## src/rtl/sntrup_pkg.sv

```systemverilog
// Shared constants, trit encodings and controller states for the Rq->R3 rounding stream.
package sntrup_pkg;

    localparam int Q_DEF = 4591;
    localparam int P_DEF = 761;
    localparam int W_DEF = 13;

    // Two's-complement trit encodings for the M=3 build.
    localparam logic [1:0] TRIT_P1 = 2'b01;
    localparam logic [1:0] TRIT_0  = 2'b00;
    localparam logic [1:0] TRIT_M1 = 2'b11;

    typedef enum logic [2:0] {
        ST_IDLE    = 3'd0,
        ST_CHECK   = 3'd1,
        ST_CAPTURE = 3'd2,
        ST_CENTER  = 3'd3,
        ST_REDUCE  = 3'd4,
        ST_EMIT    = 3'd5,
        ST_DONE    = 3'd6
    } state_e;

endpackage

```

## src/rtl/mod_shiftsub_core.sv

```systemverilog
// Iterative shift-subtract reducer: a is loaded once, then each step removes
// M<<k for k = ITER-1 down to 0, leaving a mod M after the final step.
module mod_shiftsub_core #(
    parameter int W    = 13,
    parameter int M    = 3,
    parameter int ITER = W - 1,
    parameter int RW   = $clog2(M)
) (
    input  logic          clk,
    input  logic          rst_n,
    input  logic          load_i,
    input  logic [W-1:0]  a_i,
    input  logic          step_i,
    output logic          last_o,
    output logic [RW-1:0] r_o
);

    localparam int AW = W + 2;
    localparam int KW = (ITER > 1) ? $clog2(ITER) : 1;

    logic [AW-1:0] a_q, a_d, sub;
    logic [KW-1:0] k_q, k_d;

    // Next-state: load resets the shift index, each step tries one shifted subtract.
    always_comb begin
        a_d = a_q;
        k_d = k_q;
        sub = AW'(M) << k_q;
        if (load_i) begin
            a_d = AW'(a_i);
            k_d = KW'(ITER - 1);
        end else if (step_i) begin
            if (a_q >= sub) begin
                a_d = a_q - sub;
            end
            if (k_q != '0) begin
                k_d = k_q - 1'b1;
            end
        end
    end

    // Magnitude and shift-index registers.
    always_ff @(posedge clk or negedge rst_n) begin
        if (!rst_n) begin
            a_q <= '0;
            k_q <= '0;
        end else begin
            a_q <= a_d;
            k_q <= k_d;
        end
    end

    // High while the step about to happen is the k=0 one.
    assign last_o = (k_q == '0);
    assign r_o    = a_q[RW-1:0];

endmodule

```

## src/rtl/mod3_round_stream.sv

```systemverilog
// Streaming centered lift of [0,q) coefficients followed by a centered mod-M reduction.
//
//  state      | meaning
//  -----------+-----------------------------------------------------------
//  ST_IDLE    | waiting for start; q and n_coeffs sampled on start
//  ST_CHECK   | reject even q / q<M (err) or an empty run
//  ST_CAPTURE | in_ready high, register one coefficient on handshake
//  ST_CENTER  | lift to centered value, load |c| into the reducer, keep sign
//  ST_REDUCE  | ITER shift-subtract steps
//  ST_EMIT    | out_valid high, hold residue until out_ready
//  ST_DONE    | one-cycle done pulse, busy still high
module mod3_round_stream
    import sntrup_pkg::*;
#(
    parameter int W     = W_DEF,
    parameter int M     = 3,
    parameter int OUT_W = 2,
    parameter int CNT_W = 10,
    parameter int ITER  = W - 1
) (
    input  logic             clk,
    input  logic             rst_n,
    input  logic             start,
    input  logic [W-1:0]     q,
    input  logic [CNT_W-1:0] n_coeffs,
    input  logic             in_valid,
    output logic             in_ready,
    input  logic [W-1:0]     in_coef,
    output logic             out_valid,
    input  logic             out_ready,
    output logic [OUT_W-1:0] out_coef,
    output logic             busy,
    output logic             done,
    output logic             err
);

    localparam int RW   = $clog2(M);
    localparam int HALF = (M - 1) / 2;

    state_e           state_q, state_d;
    logic [W-1:0]     x_q, x_d, q_q, q_d;
    logic [CNT_W-1:0] n_q, n_d, cnt_q, cnt_d;
    logic             s_q, s_d, err_q, err_d;

    logic [W-1:0]     x_eff, a_mag;
    logic             neg;
    logic             core_load, core_step, core_last;
    logic [RW-1:0]    core_r;
    logic [OUT_W-1:0] r_ext, r_lift, out_val;

    // Centered lift; an out-of-range coefficient is treated as zero.
    always_comb begin
        x_eff = (x_q >= q_q) ? '0 : x_q;
        neg   = x_eff > ((q_q - W'(1)) >> 1);
        a_mag = neg ? (q_q - x_eff) : x_eff;
    end

    mod_shiftsub_core #(
        .W    (W),
        .M    (M),
        .ITER (ITER),
        .RW   (RW)
    ) u_core (
        .clk    (clk),
        .rst_n  (rst_n),
        .load_i (core_load),
        .a_i    (a_mag),
        .step_i (core_step),
        .last_o (core_last),
        .r_o    (core_r)
    );

    // Map residue [0,M) to the centered range and apply the held sign, modulo 2^OUT_W.
    always_comb begin
        r_ext   = OUT_W'(core_r);
        r_lift  = (core_r > RW'(HALF)) ? (r_ext - OUT_W'(M)) : r_ext;
        out_val = s_q ? (OUT_W'(0) - r_lift) : r_lift;
    end

    // Next-state and handshake outputs.
    always_comb begin
        state_d   = state_q;
        x_d       = x_q;
        q_d       = q_q;
        n_d       = n_q;
        cnt_d     = cnt_q;
        s_d       = s_q;
        err_d     = err_q;
        core_load = 1'b0;
        core_step = 1'b0;
        in_ready  = 1'b0;
        out_valid = 1'b0;
        unique case (state_q)
            ST_IDLE: begin
                if (start) begin
                    q_d     = q;
                    n_d     = n_coeffs;
                    cnt_d   = '0;
                    err_d   = 1'b0;
                    state_d = ST_CHECK;
                end
            end
            ST_CHECK: begin
                if (!q_q[0] || (q_q < W'(M))) begin
                    err_d   = 1'b1;
                    state_d = ST_DONE;
                end else if (n_q == '0) begin
                    state_d = ST_DONE;
                end else begin
                    state_d = ST_CAPTURE;
                end
            end
            ST_CAPTURE: begin
                in_ready = 1'b1;
                if (in_valid) begin
                    x_d     = in_coef;
                    state_d = ST_CENTER;
                end
            end
            ST_CENTER: begin
                core_load = 1'b1;
                s_d       = neg;
                if (x_q >= q_q) begin
                    err_d = 1'b1;
                end
                state_d = ST_REDUCE;
            end
            ST_REDUCE: begin
                core_step = 1'b1;
                if (core_last) begin
                    state_d = ST_EMIT;
                end
            end
            ST_EMIT: begin
                out_valid = 1'b1;
                if (out_ready) begin
                    cnt_d   = cnt_q + 1'b1;
                    state_d = (cnt_d == n_q) ? ST_DONE : ST_CAPTURE;
                end
            end
            ST_DONE: begin
                state_d = ST_IDLE;
            end
            default: begin
                state_d = ST_IDLE;
            end
        endcase
    end

    // Controller state, run parameters and captured coefficient.
    always_ff @(posedge clk or negedge rst_n) begin
        if (!rst_n) begin
            state_q <= ST_IDLE;
            x_q     <= '0;
            q_q     <= '0;
            n_q     <= '0;
            cnt_q   <= '0;
            s_q     <= 1'b0;
            err_q   <= 1'b0;
        end else begin
            state_q <= state_d;
            x_q     <= x_d;
            q_q     <= q_d;
            n_q     <= n_d;
            cnt_q   <= cnt_d;
            s_q     <= s_d;
            err_q   <= err_d;
        end
    end

    assign busy     = (state_q != ST_IDLE);
    assign done     = (state_q == ST_DONE);
    assign err      = err_q;
    assign out_coef = (state_q == ST_EMIT) ? out_val : '0;

endmodule

```

## config.mk

```make
export PLATFORM = sky130hd
export DESIGN_NAME = mod3_round_stream
export DESIGN_NICKNAME = d
export VERILOG_FILES = /design/src/rtl/sntrup_pkg.sv /design/src/rtl/mod_shiftsub_core.sv /design/src/rtl/mod3_round_stream.sv
export SDC_FILE = /design/constraint.sdc
export NUM_CORES = 1
export LEC_CHECK = 0
export ABC_AREA = 0
export CAP_MARGIN = 10
export CORE_MARGIN = 3
export CORE_UTILIZATION = 50
export CTS_BUF_LIST = sky130_fd_sc_hd__clkbuf_8 sky130_fd_sc_hd__clkbuf_16
export DETAILED_ROUTE_END_ITERATION = 6
export PLACE_DENSITY = 0.81
export SLEW_MARGIN = 0
export SYNTH_ARGS = -nofsm -noshare
export SYNTH_HDL_FRONTEND = slang
export SYNTH_SLANG_ARGS = --single-unit
```

## constraint.sdc

```tcl
create_clock -name clk -period 5.6 [get_ports clk]
set_input_delay 1.12 -clock clk [delete_from_list [all_inputs] [get_ports clk]]
set_output_delay 1.12 -clock clk [all_outputs]
set_load 0.02 [all_outputs]
```

==> results.cfg, run 1 <==
[clock_network]
htreeDepth = 3
post_cts_resized = 0
cts_buffers = 9
insertion_delay_ns = 0.36
clock_path_buffers = 2
cts.sinks = 70
post_cts_buffers = 0
root_buffer = clkbuf_8
hold_buffers = 0
path_clk_slew_ns = 0.08
cts_tree = done

[global_route]
grt_start_max_net_pins = 71
grt_pass1_vias = 4960
antenna_found_initial = 0
grt_overflow_total = 0
grt_first_pass_wirelength_um = 23880
grt_use_total = 0.2332

[logic_synthesis]
synth_seq_cells = 70
synthCells = 666
ys_async_sr_fraction = 1.000
avgSynthCellArea_um2 = 8.428
netlist_area_um2 = 5613
ys_types = 63
synth_edf_count = 0
ys_warn_count = 0
ys_top_cells_by_area = dfrtp_1 (31%), ha_1 (13%), nand2_1 (7.2%), xnor2_1 (5.8%), o21ai_0 (3.4%)
syn-num-nets = 768
yosys.area.top_type = dfrtp_1
yosysSeqAreaShare = 0.3121
yosys_most_used_dff = dfrtp_1
synth.top_cell.area_share = 0.3121

[setup_path]
worst-endpoint-required_ns = 5.88
r2r-start = q_q[1]$_DFFE_PN0P_
cp.arrival_ns = 5.13
crit_type = register to register
cp_max_fo = 14
startpoint = q_q[1]$_DFFE_PN0P_
start_kind = register
end_kind = register

[timing]
finalCriticalPeriod_ns = 4.853
hold_viol = 0
setup_viol = 0
skew_ns = 0.008630
tns_ns = 0
clock.fmax_mhz = 206.1
rsz0062_at_grt = no
drv_slew = 0
post-route-period-util = 0.8666
max_slew.worst_pin.slew_ns = 1.167
slew_headroom = 0.2219

[job]
max_cap_viol_count = 0

[detailed_routing]
wl_per_cell_um = 16.77
wl_um = 14240
dr.first_iter.drc_count = 245
drc = 0
dr.pass1.iters = 4
vias = 5045
viasPerCell = 5.942
drtAntennaViolNets = 0

[placed_design]
io_buffers = 47
place_congestion = 0.9237
dp_hpwl_um = 10900

[worst_hold_path]
min_from = u_core.a_q[14]$_DFFE_PN0P_
hp-class = register to register

[finish]
syn_to_final_growth_pct = 13.58
layout.nets = 807
diodes = 0
final_layout_size_suffix_gt1_frac = 0.06065

[status]
status = finished clean

[die]
core_um2 = 10890
die_h_um = 112.0
die_x_um = 112.0
io_pins = 48
start_util = 0.5155
die_area_um2 = 12530
row_count = 38
[per-layer routing]
metal	share of wire	up-vias	wire, um	GRT usage
li1	-	2442	-	-
met1	0.44	2405	6262	0.3055
met2	0.48	167	6786	0.3833
met3	0.056	31	802	0.04511
met4	0.027	0	386	0.08894
met5	0	-	0	0
[cells by family (layout without fill, tap and decap cells)]
group | Yosys count | after routing | share of synthesized area
simple gates | 257 | 257 | 0.2156
compound gates | 150 | 150 | 0.1828
flops | 70 | 70 | 0.3121
buf+inv | 65 | 108 | 0.04637
fa+ha+maj | 61 | 61 | 0.1387
xor+xnor | 48 | 48 | 0.07490
mux | 15 | 15 | 0.02965
[registers in the layout, summed over array words and instances, names as in the netlist]
register	flops
cnt_q	10
err	1
n_q	10
q_q	13
s_q	1
state_q	3
u_core.a_q	15
u_core.k_q	4
x_q	13
[synth_stat cells, types with 2 or more instances]
cell type and instances:
nor3_1 24, and3_1 6, or2_2 4, nor4_1 7, a22oi_1 2, nand3b_1 2, xor2_1 11, o31a_1 2
and2_1 5, o21a_1 7, a221oi_1 6, o22ai_1 3, a21oi_1 29, o31ai_1 10, xnor2_1 37, nor2_1 35
buf_2 4, nor3b_1 2, fa_1 2, or3_1 3, nand2b_1 10, nand3_1 22, a41oi_1 3, mux2_2 13
o41ai_1 4, a21o_1 7, o211ai_1 5, nand4_1 8, ha_1 59, a21boi_0 5, o21ai_0 38, nand2_1 108
inv_1 43, nor2b_1 17, o22a_1 2, a31oi_1 3, o21ai_1 6, dfrtp_1 70, mux2i_1 2, clkbuf_1 16
a22o_1 2
[cells in the final DEF, fill, tap and decap left out, drive strengths merged, types with 3 or more instances in the layout]
master,n
nand2,108
dfrtp,70
ha,59
clkdlybuf4s50,46
inv,45
o21ai,44
xnor2,37
nor2,35
a21oi,30
nor3,24
nand3,23
nor2b,17
mux2,13
xor2,11
nand2b,10
o31ai,10
clkbuf,10
nand4,8
nor4,7
a21o,7
o21a,7
and3,6
a221oi,6
a21boi,5
and2,5
o211ai,5
or2,4
o41ai,4
a41oi,4
buf,4
a31oi,3
or3,3
o22ai,3
[final timing paths]
path / to / slack (ns) / cells past startpoint
hold / removal: u_core.a_q[14]$_DFFE_PN0P_ / 0.50 / 2
setup / recovery: u_core.a_q[11]$_DFFE_PN0P_ / 0.75 / 17
hold reg to reg: u_core.a_q[14]$_DFFE_PN0P_ / 0.50 / 2
min in group asynchronous: u_core.k_q[1]$_DFFE_PN0P_ / 0.96 / 2
setup reg to reg: u_core.a_q[11]$_DFFE_PN0P_ / 0.75 / 17
max in group asynchronous: q_q[9]$_DFFE_PN0P_ / 4.03 / 2
[metrics by stage]
step	area, um2	hold slack, ns	setup slack [ns]	util	instances
3_3_place_gp	6170	0.4748	1.066	0.5667	833
2_1_floorplan	5613	0.4535	1.643	-	666
5_1_grt	6375	0.5330	0.4134	0.5855	849
3_5_place_dp	6170	0.4901	0.8072	0.5667	833
4_1_cts	6360	0.5051	0.7892	0.5841	848
6_report	6375	0.5046	0.7468	0.5855	849
[layout make-up]
cell class	instances	area, um2
clock buffer	10	137.6
clock inverter	5	52.55
fill	941	4513
inverter	43	161.4
multi-input combinational	531	3601
sequential	70	1752
tap	140	175.2
timing repair buffer	50	495.5
[critical path, cell delays in order (launching register included)]
cell,delay [ns]
dfrtp_1,0.42
inv_1,0.19
ha_1,0.27
a2111o_1,0.36
a21oi_1,0.14
a31oi_1,0.17
nor2_1,0.75
nand2_1,0.18
inv_1,0.09
ha_1,0.24
and3_1,0.20
a221oi_1,0.34
nand2_1,0.09
o21ai_1,0.34
and2_1,0.26
and3b_1,0.39
a221oi_1,0.14
a21oi_1,0.20
Power of run 1 is left out: the tool's default activity adds up to more than one toggle a clock period on the data nets, which glitch-free logic cannot reach.
==> inputs of run 2 (changes only) <==
Settings changed: CAP_MARGIN 10 to 0, CORE_MARGIN 3 to 1.5.
==> results.cfg, run 2 (synthesis results as in run 1) <==
[setup_path]
critPathMaxStageDelay_ns = 0.68
start_kind = register
worst-endpoint-required_ns = 5.87
critical-path-top-delay-family = simple AND/OR/NAND/NOR gates
end_kind = register
cp_max_fo = 14
crit_type = register to register
cp_cell_sequence = inv_1, ha_1, nand2b_1, a2111o_1, a21oi_1, a31oi_1, nor2_1, nand2_1, inv_1, ha_1, and3_1, a221oi_1, nand2_1, o21ai_1, and2_1, and3b_1, a222oi_1, o21ai_1
cp.arrival_ns = 5.12
worst-path-buf-inv = 2
worst_path_max_delay_cell = nor2_1

[clock_network]
cts_tree = done
root_buffer = clkbuf_8
clock_path_buffers = 2
insertion_delay_ns = 0.37
path_clk_slew_ns = 0.09
htreeDepth = 3
post_cts_buffers = 0
post_cts_resized = 0
cts_buffers = 9
cts.sinks = 70
hold_buffers = 0

[timing]
rsz0062_at_grt = no
hold_viol = 0
setup_slack_ns = 0.7453
setup_viol = 0
drv_slew = 0
clock.fmax_mhz = 206.0
tns_ns = 0
post-route-period-util = 0.8669
skew_ns = 0.01712
max_slew.worst_pin.slew_ns = 1.181
slew_headroom = 0.2127
finalCriticalPeriod_ns = 4.855

[global_route]
grt_overflow_total = 0
grt_pass1_vias = 4997
antenna_found_initial = 0
grt_start_max_net_pins = 71
grt_first_pass_wirelength_um = 23830
grt_use_total = 0.2562

[finish]
largest_reg_flops = 15
regArea_um2 = 1752
final_layout_size_suffix_gt1_frac = 0.06347
syn_to_final_growth_pct = 13.89
regMostFlops = u_core.a_q
layout_commonest_cell = nand2_1
final_cell_mix = nand2_1 (108), dfrtp_1 (70), ha_1 (59)
multi_input_area_um2 = 3601
num-fill-cells = 921
layout.nets = 806
diodes = 0
reg_top3 = u_core.a_q x15, q_q x13, x_q x13

[placed_design]
place_congestion = 0.9342
pre_cts_ws_ns = 0.8452
io_buffers = 47
dp_hpwl_um = 10830

[detailed_routing]
wl_um = 14140
dr.pass1.iters = 5
wl_per_cell_um = 16.66
drc = 0
viasPerCell = 5.935
drtAntennaViolNets = 0
vias = 5039
dr.first_iter.drc_count = 324

[die]
die_x_um = 109.0
row_count = 38
io_pins = 48
die_area_um2 = 11870
core_um2 = 10890
start_util = 0.5155
die_h_um = 109.0

[status]
status = finished clean

[worst_hold_path]
hp-class = register to register

[job]
max_cap_viol_count = 0
[run 2: cell count changes in the layout (fill, tap and decap cells not counted), sizes merged]
cell	previous run	this run
clkinv	0	4
inv	45	43
buf	4	3
bufinv	1	2
clkbuf	10	9
clkinvlp	2	1
[run 2: worst register-to-register path, stage by stage, from the launching register on]
cell and delay, ns:
dfrtp_1 0.39, inv_1 0.10, ha_1 0.23, nand2b_1 0.14, a2111o_1 0.40, a21oi_1 0.14
a31oi_1 0.18, nor2_1 0.68, nand2_1 0.21, inv_1 0.11, ha_1 0.25, and3_1 0.21
a221oi_1 0.33, nand2_1 0.09, o21ai_1 0.32, and2_1 0.26, and3b_1 0.40, a222oi_1 0.18
o21ai_1 0.16
[run 2: layer usage]
metal  up-vias  global-route usage  share of wire  routed length [um]
met4         0              0.1006          0.027                 383
met1      2405              0.3265           0.43                6101
met2       150              0.4335           0.49                6901
li1       2449                   -              -                   -
met5         -                   0              0                   0
met3        35             0.04124          0.054                 757
[run 2: through the flow]
step	hold WS [ns]	utilization	std cells	instance area [um2]
2_1_floorplan	0.4535	-	666	5613
3_3_place_gp	0.4776	0.5667	833	6170
3_5_place_dp	0.4829	0.5667	833	6170
4_1_cts	0.5034	0.5871	849	6392
5_1_grt	0.5383	0.5871	849	6392
6_report	0.5042	0.5871	849	6392
[run 2: final cells by class]
| class | instances | share of cell area |
|---|---|---|
| multi-input combinational | 531 | 0.5633 |
| timing repair buffer | 49 | 0.07516 |
| clock buffer | 9 | 0.01938 |
| sequential | 70 | 0.2740 |
| clock inverter | 7 | 0.01546 |
| tap | 140 | 0.02740 |
| inverter | 43 | 0.02525 |
[run 2: final timing paths]
path / start / to / slack, ns / depth (start not counted)
worst min-delay path: u_core.a_q[14]$_DFFE_PN0P_ / u_core.a_q[14]$_DFFE_PN0P_ / 0.50 / 2
min in group asynchronous: rst_n / u_core.k_q[1]$_DFFE_PN0P_ / 0.95 / 2
max in group asynchronous: rst_n / x_q[9]$_DFFE_PN0P_ / 4.06 / 2
worst max-delay path: x_q[0]$_DFFE_PN0P_ / u_core.a_q[4]$_DFFE_PN0P_ / 0.75 / 18
worst min register to register: u_core.a_q[14]$_DFFE_PN0P_ / u_core.a_q[14]$_DFFE_PN0P_ / 0.50 / 2
worst max register to register: x_q[0]$_DFFE_PN0P_ / u_core.a_q[4]$_DFFE_PN0P_ / 0.75 / 18
Power of run 2 is left out for the same reason.
==> inputs of run 3 (changes only) <==
==> constraint.sdc (replaced) <==
create_clock -name clk -period 5.6 [get_ports clk]
set_input_delay 1.4 -clock clk [delete_from_list [all_inputs] [get_ports clk]]
set_output_delay 1.4 -clock clk [all_outputs]
set_load 0.02 [all_outputs]
==> results.cfg, run 3 (synthesis results as in run 1) <==
[status]
status = finished clean

[detailed_routing]
wl_per_cell_um = 16.56
wl_um = 14060
vias = 4999
drtAntennaViolNets = 0
viasPerCell = 5.888
dr.pass1.iters = 5
dr.first_iter.drc_count = 298
drc = 0

[setup_path]
crit_type = register to register
cp_max_fo = 14
r2r-end = u_core.a_q[11]$_DFFE_PN0P_
worst-endpoint-required_ns = 5.88
cp-endpoint = u_core.a_q[11]$_DFFE_PN0P_
cp.arrival_ns = 5.17
worst_path_max_delay_cell = nor2_1
ff2ff_path_depth = 18
startpoint = x_q[0]$_DFFE_PN0P_
start_kind = register
cp_cell_sequence = inv_1, ha_1, nand2b_1, a2111o_1, a21oi_1, a31oi_1, nor2_1, nand2_1, inv_1, ha_1, and3_1, a221oi_1, nand2_1, o21ai_1, and2_1, and3b_1, a221oi_1, a21oi_1
critPathMaxStageDelay_ns = 0.66
end_kind = register
reg2reg_slack_ns = 0.72
r2r-start = x_q[0]$_DFFE_PN0P_

[timing]
rsz0062_at_grt = no
slew_headroom = 0.2115
drv_slew = 0
max_slew.worst_pin.slew_ns = 1.183
setup_viol = 0
tns_ns = 0
finalCriticalPeriod_ns = 4.883
skew_ns = 0.01171
clock.fmax_mhz = 204.8
hold_viol = 0
post-route-period-util = 0.8719

[worst_hold_path]
min_from = err$_DFFE_PN0P_
hp-class = register to register
worstHoldPathCells = 2

[clock_network]
path_clk_slew_ns = 0.09
clock_path_buffers = 2
cts.sinks = 70
cts_tree = done
hold_buffers = 0
htreeDepth = 3
cts_buffers = 9
root_buffer = clkbuf_8
post_cts_buffers = 0
post_cts_resized = 0
insertion_delay_ns = 0.37

[placed_design]
place_congestion = 0.9335
dp_hpwl_um = 10950
io_buffers = 47

[global_route]
grt_start_max_net_pins = 67
grt_busiest_layer = met2
grt_first_pass_wirelength_um = 24130
grt_util_met1 = 0.3393
use_met2 = 0.4344
grt_util_met3 = 0.03945
antenna_found_initial = 0
grt_overflow_total = 0
grt_use_total = 0.2584
grt_pass1_vias = 5020

[finish]
layout_commonest_cell = nand2_1
final_layout_size_suffix_gt1_frac = 0.06206
regMostFlops = u_core.a_q
num-fill-cells = 945
final_cell_mix = nand2_1 (108), dfrtp_1 (70), ha_1 (59)
syn_to_final_growth_pct = 13.87
largest_reg_flops = 15
layout.nets = 806
reg_top3 = u_core.a_q x15, q_q x13, x_q x13
diodes = 0

[die]
core_um2 = 10890
row_count = 38
die_h_um = 109.0
die_area_um2 = 11870
die_x_um = 109.0
start_util = 0.5155
io_pins = 48

[job]
max_cap_viol_count = 0
-- run 3: cell count changes in the layout (fill, tap and decap cells not counted) --
cell / change
clkinv_2: -1
inv_1: +1
inv_6: +2
clkinv_4: -2
-- run 3: per-layer routing --
| metal | up-vias | share of wire | wire length [um] |
|---|---|---|---|
| met1 | 2385 | 0.44 | 6123 |
| met5 | - | 0 | 0 |
| met4 | 0 | 0.021 | 291 |
| li1 | 2440 | - | - |
| met2 | 151 | 0.49 | 6866 |
| met3 | 23 | 0.055 | 777 |
-- run 3: layout make-up --
| type | count | area [um2] | share of cell area |
|---|---|---|---|
| clock buffer | 9 | 123.9 | 0.01938 |
| clock inverter | 7 | 97.59 | 0.01527 |
| inverter | 43 | 161.4 | 0.02525 |
| multi-input combinational | 531 | 3601 | 0.5634 |
| sequential | 70 | 1752 | 0.2741 |
| tap | 140 | 175.2 | 0.02741 |
| timing repair buffer | 49 | 480.5 | 0.07518 |
-- run 3: how the worst min path moves through the flow --
stage	slack, ns	to
final	0.51	err$_DFFE_PN0P_
after global routing	0.54	u_core.a_q[2]$_DFFE_PN0P_
after CTS	0.51	err$_DFFE_PN0P_
after detailed placement	0.49	err$_DFFE_PN0P_
after global placement	0.48	u_core.a_q[14]$_DFFE_PN0P_
after floorplan	0.45	u_core.a_q[13]$_DFFE_PN0P_
-- run 3: stage by stage --
| stage | util | hold WS (ns) | setup slack [ns] | cells | area, um2 |
|---|---|---|---|---|---|
| finish | 0.5870 | 0.5068 | 0.7175 | 849 | 6391 |
| global route | 0.5870 | 0.5382 | 0.2629 | 849 | 6391 |
| CTS | 0.5870 | 0.5077 | 0.8106 | 849 | 6391 |
| detailed placement | 0.5667 | 0.4884 | 0.8195 | 833 | 6170 |
| global placement | 0.5667 | 0.4786 | 1.113 | 833 | 6170 |
| floorplan | - | 0.4535 | 1.643 | 666 | 5613 |
-- run 3: critical path: cells and delay by family (launching register included) --
family,cells,cell delay (ns)
adder cells (fa/ha/maj),2,0.47
AO/OA/AOI/OAI,7,1.75
flip-flops,1,0.39
AND/OR/NAND/NOR,7,1.97
buffers and inverters,2,0.20
Power of run 3 is left out for the same reason.
